==> config.mk <==
export PLATFORM = sky130hd
export DESIGN_NAME = pwm_duty_ramp_ctrl
export DESIGN_NICKNAME = d
export VERILOG_FILES = /design/src/rtl/pwm_duty_ramp_ctrl.sv
export SDC_FILE = /design/constraint.sdc
export NUM_CORES = 1
export LEC_CHECK = 0
export BUFFER_PORTS_ARGS = -buffer_cell sky130_fd_sc_hd__buf_2
export CORE_ASPECT_RATIO = 1.4
export CORE_MARGIN = 2
export CORE_UTILIZATION = 40
export DETAILED_ROUTE_END_ITERATION = 10
export SLEW_MARGIN = 40
export SYNTH_ARGS = -nofsm -noshare
export SYNTH_HDL_FRONTEND = slang
export SYNTH_SLANG_ARGS = --single-unit
==> constraint.sdc <==
create_clock -name clk -period 3.1 [get_ports clk]
set_clock_uncertainty 0.05 [all_clocks]
set_input_delay 0 -clock clk [delete_from_list [all_inputs] [get_ports clk]]
set_output_delay 0 -clock clk [all_outputs]
set_load 0.005 [all_outputs]
==> src/rtl/pwm_duty_ramp_ctrl.sv <==
// PWM duty sequencer: accepts target duty requests and ramps duty_out one step per
// STEP_PERIODS counted PWM periods. Define PWM_RAMP_RETARGET_EN to accept new targets mid-ramp.
module pwm_duty_ramp_ctrl #(
  parameter int DUTY_W       = 4,
  parameter int DUTY_MAX     = 10,
  parameter int DUTY_INIT    = 5,
  parameter int STEP_PERIODS = 2
) (
  input  logic              clk,
  input  logic              rst_n,
  input  logic              period_start,
  input  logic              ramp_hold,
  input  logic              req_valid,
  input  logic [DUTY_W-1:0] req_target,
  output logic              req_ready,
  output logic [DUTY_W-1:0] duty_out,
  output logic              busy,
  output logic              done
);

  localparam int CNT_W = (STEP_PERIODS > 1) ? $clog2(STEP_PERIODS) : 1;
  localparam logic [CNT_W-1:0]  CNT_LAST = CNT_W'(STEP_PERIODS - 1);
  localparam logic [DUTY_W-1:0] MAX_V    = DUTY_W'(DUTY_MAX);
  localparam logic [DUTY_W-1:0] INIT_V   = DUTY_W'(DUTY_INIT);

  typedef enum logic {IDLE, RAMP} state_t;

  state_t            state;
  logic [DUTY_W-1:0] target;
  logic [DUTY_W-1:0] req_clamped;
  logic [DUTY_W-1:0] step_duty;
  logic [CNT_W-1:0]  cnt;
  logic              accept;
  logic              tick;
  logic              step;

`ifdef PWM_RAMP_RETARGET_EN
  assign req_ready = 1'b1;
`else
  assign req_ready = (state == IDLE);
`endif

  // step_duty is the duty value that will be visible after this edge
  always_comb begin
    req_clamped = (req_target > MAX_V) ? MAX_V : req_target;
    accept      = req_valid && req_ready;
    tick        = (state == RAMP) && period_start && !ramp_hold;
    step        = tick && (cnt == CNT_LAST);
    step_duty   = duty_out;
    if (step) begin
      step_duty = (target > duty_out) ? duty_out + 1'b1 : duty_out - 1'b1;
    end
  end

  always_ff @(posedge clk) begin
    if (!rst_n) begin
      state    <= IDLE;
      duty_out <= INIT_V;
      target   <= INIT_V;
      cnt      <= '0;
      busy     <= 1'b0;
      done     <= 1'b0;
    end else begin
      done     <= 1'b0;
      duty_out <= step_duty;
      if (tick) begin
        cnt <= step ? '0 : cnt + 1'b1;
      end
      if (state == IDLE) begin
        if (accept) begin
          target <= req_clamped;
          cnt    <= '0;
          if (req_clamped == duty_out) begin
            done <= 1'b1;
          end else begin
            state <= RAMP;
            busy  <= 1'b1;
          end
        end
      end else begin
        if (step && (step_duty == target)) begin
          state <= IDLE;
          busy  <= 1'b0;
          done  <= 1'b1;
        end
`ifdef PWM_RAMP_RETARGET_EN
        // A same-edge step already used the old target; completion is judged on the new one
        if (accept) begin
          target <= req_clamped;
          if (req_clamped == step_duty) begin
            state <= IDLE;
            busy  <= 1'b0;
            done  <= 1'b1;
          end else begin
            state <= RAMP;
            busy  <= 1'b1;
            done  <= 1'b0;
          end
        end
`endif
      end
    end
  end

endmodule

# Word-level counts from Yosys, hierarchy flattened
# Cells that the tools add are included.
dict set report op_classes {
  addsub 3
  order_cmp 2
  n_mul 0
  reduce_logical 9
  div_mod_pow 0
  shift 0
  mux 19
  n_bitwise 1
  eq_ne 4
}
# op n
set op_table {}
lappend op_table {{2-to-1 mux 1 bit} 16}
lappend op_table {{2-to-1 mux 4 bit} 3}
lappend op_table {{equality test 4 bit} 2}
lappend op_table {{logical AND 1 bit} 5}
lappend op_table {{adder 4 x 1 -> 4 bit, second input constant} 1}
lappend op_table {{> comparator 4 bit} 1}
lappend op_table {{> comparator 4 bit, second input constant} 1}
lappend op_table {{subtractor 4 x 1 -> 4 bit, second input constant} 1}
lappend op_table {{AND reduction 3 bit} 1}
lappend op_table {{!= test 2 x 1 -> 1 bit, second input constant} 1}
lappend op_table {{!= test 2 bit, second input constant} 1}
lappend op_table {{AND reduction 2 bit} 1}
lappend op_table {{nonzero test 2 bit} 1}
lappend op_table {{adder 1 bit, second input constant} 1}
lappend op_table {{logical NOT 1 bit} 1}
lappend op_table {{inverter 1 bit} 1}
dict set report totals {
  romBits 0
  reg_bits 12
  mem_bits_rw 0
  latchBits 0
  memories 0
}

# Depth between registers and ports, before layout
dict set report logic_depth {
  depth_word 8
  mapped_depth 13
  depth_no_buf 13
}

# Worst setup path after synthesis
# No wires, ideal clock.
dict set report synth_timing {
  path_kind {register -> register}
  startpoint {reg duty_out[2]}
  endpoint {reg busy}
  n_path_buf 0
  path_stages_with_launch 12
  arrival_time_ns 2.476
  path_slack_ns 0.453
  path_cell_list {dfxtp_1 > inv_1 > ha_1 > a211oi_2 > nand2_1 > nand2_2 > inv_2 > fa_1 > xor2_1 > xor2_1 > nand4_1 > o311a_1}
}
dict set report synth_between {
  elab_chain_len 7
  word_cells_on_any_way 11
  classes_between {add/sub (2); order compare (1); eq/ne (4); mux (2); reduce/logical (2)}
}
# element line
set synth_lines {}
lappend synth_lines {{from (decl)} 16} ;# output logic [DUTY_W-1:0] duty_out,
lappend synth_lines {{from (signal assigned)} 65} ;# duty_out <= step_duty;
lappend synth_lines {{subtractor 4 x 1 -> 4 bit, or another cell as far along} 51} ;# step_duty = (target > duty_out) ? duty_out + 1'b1 : duty_out - 1'b1;
lappend synth_lines {{2-to-1 mux 4 bit} 51}
lappend synth_lines {{2-to-1 mux 4 bit} 50} ;# if (step) begin
lappend synth_lines {{equality test 4 bit} 81} ;# if (step && (step_duty == target)) begin
lappend synth_lines {{logical AND 1 bit} 81}
lappend synth_lines {{!= test 2 x 1 -> 1 bit (no source line)} n/a}
lappend synth_lines {{AND reduction 3 bit (no source line) (*)} n/a}
lappend synth_lines {{to (signal assigned)} 61} ;# busy <= 1'b0;
lappend synth_lines {{to (signal assigned)} 77} ;# busy <= 1'b1;
lappend synth_lines {{to (signal assigned)} 83} ;# busy <= 1'b0;
lappend synth_lines {{to (decl)} 17} ;# output logic busy,
# Mark *: on every way between the ends. The rest lies on a longest branch, timed or not.
# A chain may end at the register's enable or synchronous reset.

# Worst setup path after layout
# Ends and elaborated chain as after synthesis.

==> flow_metrics.tcl <==
set metrics [dict create \
    status "finished clean" \
    tns_ns 0 \
    yosysWarningCount 0 \
    syn-num-nets 114 \
    synthFlopType "dfxtp_1" \
    diodes 0 \
    vias_per_cell 5.193 \
    stdcell_count 140 \
    port_buffers 15 \
    hp-class "input port to register" \
    multi_input_area_sq_um 536.8 \
    fillers 188 \
    tightest_slew_ns 0.4776 \
    critical-path-slowest-cell "o311a_1" \
    ys_ff_latch 12 \
    slew_headroom_pct 68.10 \
    power_density_nw_per_um2 379.2 \
    route.met2.wl_microns 870 \
    synth_edf_count 0 \
    fin_crit_ns 2.894 \
    crit_type "register to register" \
    path_max_fanout 5 \
    crit_top_cell "xor2_1" \
    wl_met1_microns 768 \
    drive_gt1_share_pct 22.69 \
    finalWorstSetupSlack_ns 0.2062 \
    crit_path_cell_trace "inv_1 > ha_1 > a211oi_2 > nand2_1 > nand2_2 > inv_2 > fa_1 > xor2_1 > xor2_1 > nand4_1 > o311a_1" \
    synth_cells 97 \
    ant_nets 0 \
    num-nets-final 138 \
    timing.hold.ws_ns 0.001736 \
    fmax_mhz 345.6 \
    grt_pass1_vias 709 \
    rsz0062_at_grt "false" \
    area_growth_pct 22.29 \
    fin_area_sq_um 988.4 \
    avgSynthCellArea_sq_um 8.333 \
    top_layer "met4" \
    dieArea_sq_um 2401 \
    antenna_found_initial 0 \
    required_ns 3.22 \
    initial_core_util_pct 41.98 \
    die_x_microns 41.99 \
    syn-cell-area_sq_um 808.3 \
    coreArea_sq_um 1926 \
    ys_types 32 \
    gp_congestion 0.7651 \
    async_reset_ff_share_pct 0 \
    grt_overflow 0 \
    maxCapViolations 0 \
    vias 727 \
    drt-pass1-iter-count 4 \
    place_ws_ns 0.2066 \
    numCtsBuffers 3 \
    worstSkewPairLatency_ns 0.28 \
    synth-seq-area-share_pct 29.72 \
    path_clk_slew_ns 0.07 \
    slew_violations 0 \
    grt_usage_pct 16.75 \
    regArea_sq_um 242.7 \
    endpoint_kind "register" \
    die_h_microns 57.19 \
    rows 19 \
    numClockSinks 12 \
    critPathBufInv 2 \
    drt-total-wl_microns 1742 \
    cp_data_arrival_time_ns 3.01 \
    final_common_cell "nand2_1" \
    grt_first_pass_wirelength_microns 3070 \
    root_buffer "clkbuf_4" \
    setup.worst_path.start_class "register" \
    hpwlAfterDp_microns 1365 \
    finalHoldViolCount 0 \
    clockBufferDepth 2 \
    final_core_util_pct 51.33 \
    dpl-instance-area_sq_um 917.1 \
    wl_met3_microns 80 \
    drc_errors 0 \
    path_delay_family "adder cells" \
    h-tree-depth 1 \
    io_pins 16 \
    cts_tree "built" \
    leakagePower_nw 0.4818 \
    peakVddDrop_mv 0.2373 \
    rrSetupSlack_ns 0.21 \
    setup_viol 0 \
    drt_iter0_drc 11 \
    grt_max_degree 14 \
    place_inst 133 \
    max_stage_delay_ns 0.41 \
    finalPower_uw 374.8 \
    final_cell_mix "nand2_1 (16), buf_2 (15), dfxtp_1 (10)" \
    wl_per_cell_microns 12.44 \
    final_min_period_over_clock_period_pct 93.35 \
]
where the power goes:
| part | internal [mW] | switching, mW | total (mW) | leakage, nW |
|---|---|---|---|---|
| clock network | 0.0451 | 0.0533 | 0.0984 | 0.0138 |
| logic | 0.0472 | 0.0585 | 0.106 | 0.370 |
| registers | 0.162 | 0.00832 | 0.171 | 0.0984 |
| total | 0.255 | 0.120 | 0.375 | 0.482 |
tightest hold or removal path, delay by kind of cell:
| kind | cells | cell delay (ns) |
|---|---|---|
| buffers and inverters | 1 | 0.12 |
| AOI/OAI and AO/OA | 2 | 0.18 |
metal layers:
metal  up-vias  GRT usage, %
li1        383             -
met5         -             0
met1       326         19.49
met4         0         6.912
met3         3         5.063
met2        15         28.35
area by class of cell:
type / count / area share [%]
inverter: 8 / 3.038
sequential: 12 / 24.56
timing repair buffer: 21 / 13.16
multi-input combinational: 75 / 54.30
tap: 21 / 2.658
clock buffer: 3 / 2.278
path summary, 6_finish.rpt:
kind / depth (start not counted) / startpoint / to
max reg2reg: 11 / duty_out[2] / busy
max: 11 / duty_out[2] / busy
min: 3 / req_target[1] / target[1]
min reg2reg: 2 / state / state
repair_timing:
action | CTS | global route
setup endpoints to repair | 0 | 1
hold buffers | 4 | 0
endpoints found under the hold margin | 5 | 0
buffers inserted | 0 | 0
gates resized for setup | 0 | 3
state kept, by name (all words and copies together), names as in the netlist:
| signal | count |
|---|---|
| state | 1 |
| busy | 1 |
| duty_out | 4 |
| target | 4 |
| cnt | 1 |
| done | 1 |
synthesized netlist by cell type (2+ instances only):
master	count	area, sq um
clkbuf_1	2	7.510
ha_1	7	87.58
xor2_1	6	52.55
nor4_1	2	12.51
nor2b_1	2	12.51
nand4_1	2	12.51
dfxtp_1	12	240.2
nand3b_1	2	15.01
o211a_1	2	20.02
xnor2_1	5	43.79
inv_1	7	26.28
nand2_1	16	60.06
nand3_1	4	20.02
o21ai_0	4	20.02
nor2_1	5	18.77
a21oi_1	3	15.01
cells by family after synthesis:
family / Yosys count / share of synthesized area (%)
adders and majority gates: 8 / 13.31
xor gates and xnor gates: 11 / 11.92
AOI/OAI and AO/OA: 18 / 17.65
DFF: 12 / 29.72
and+or+nand+nor: 38 / 22.76
buffers and inverters: 10 / 4.644
(Power assumes the default switching activity.)
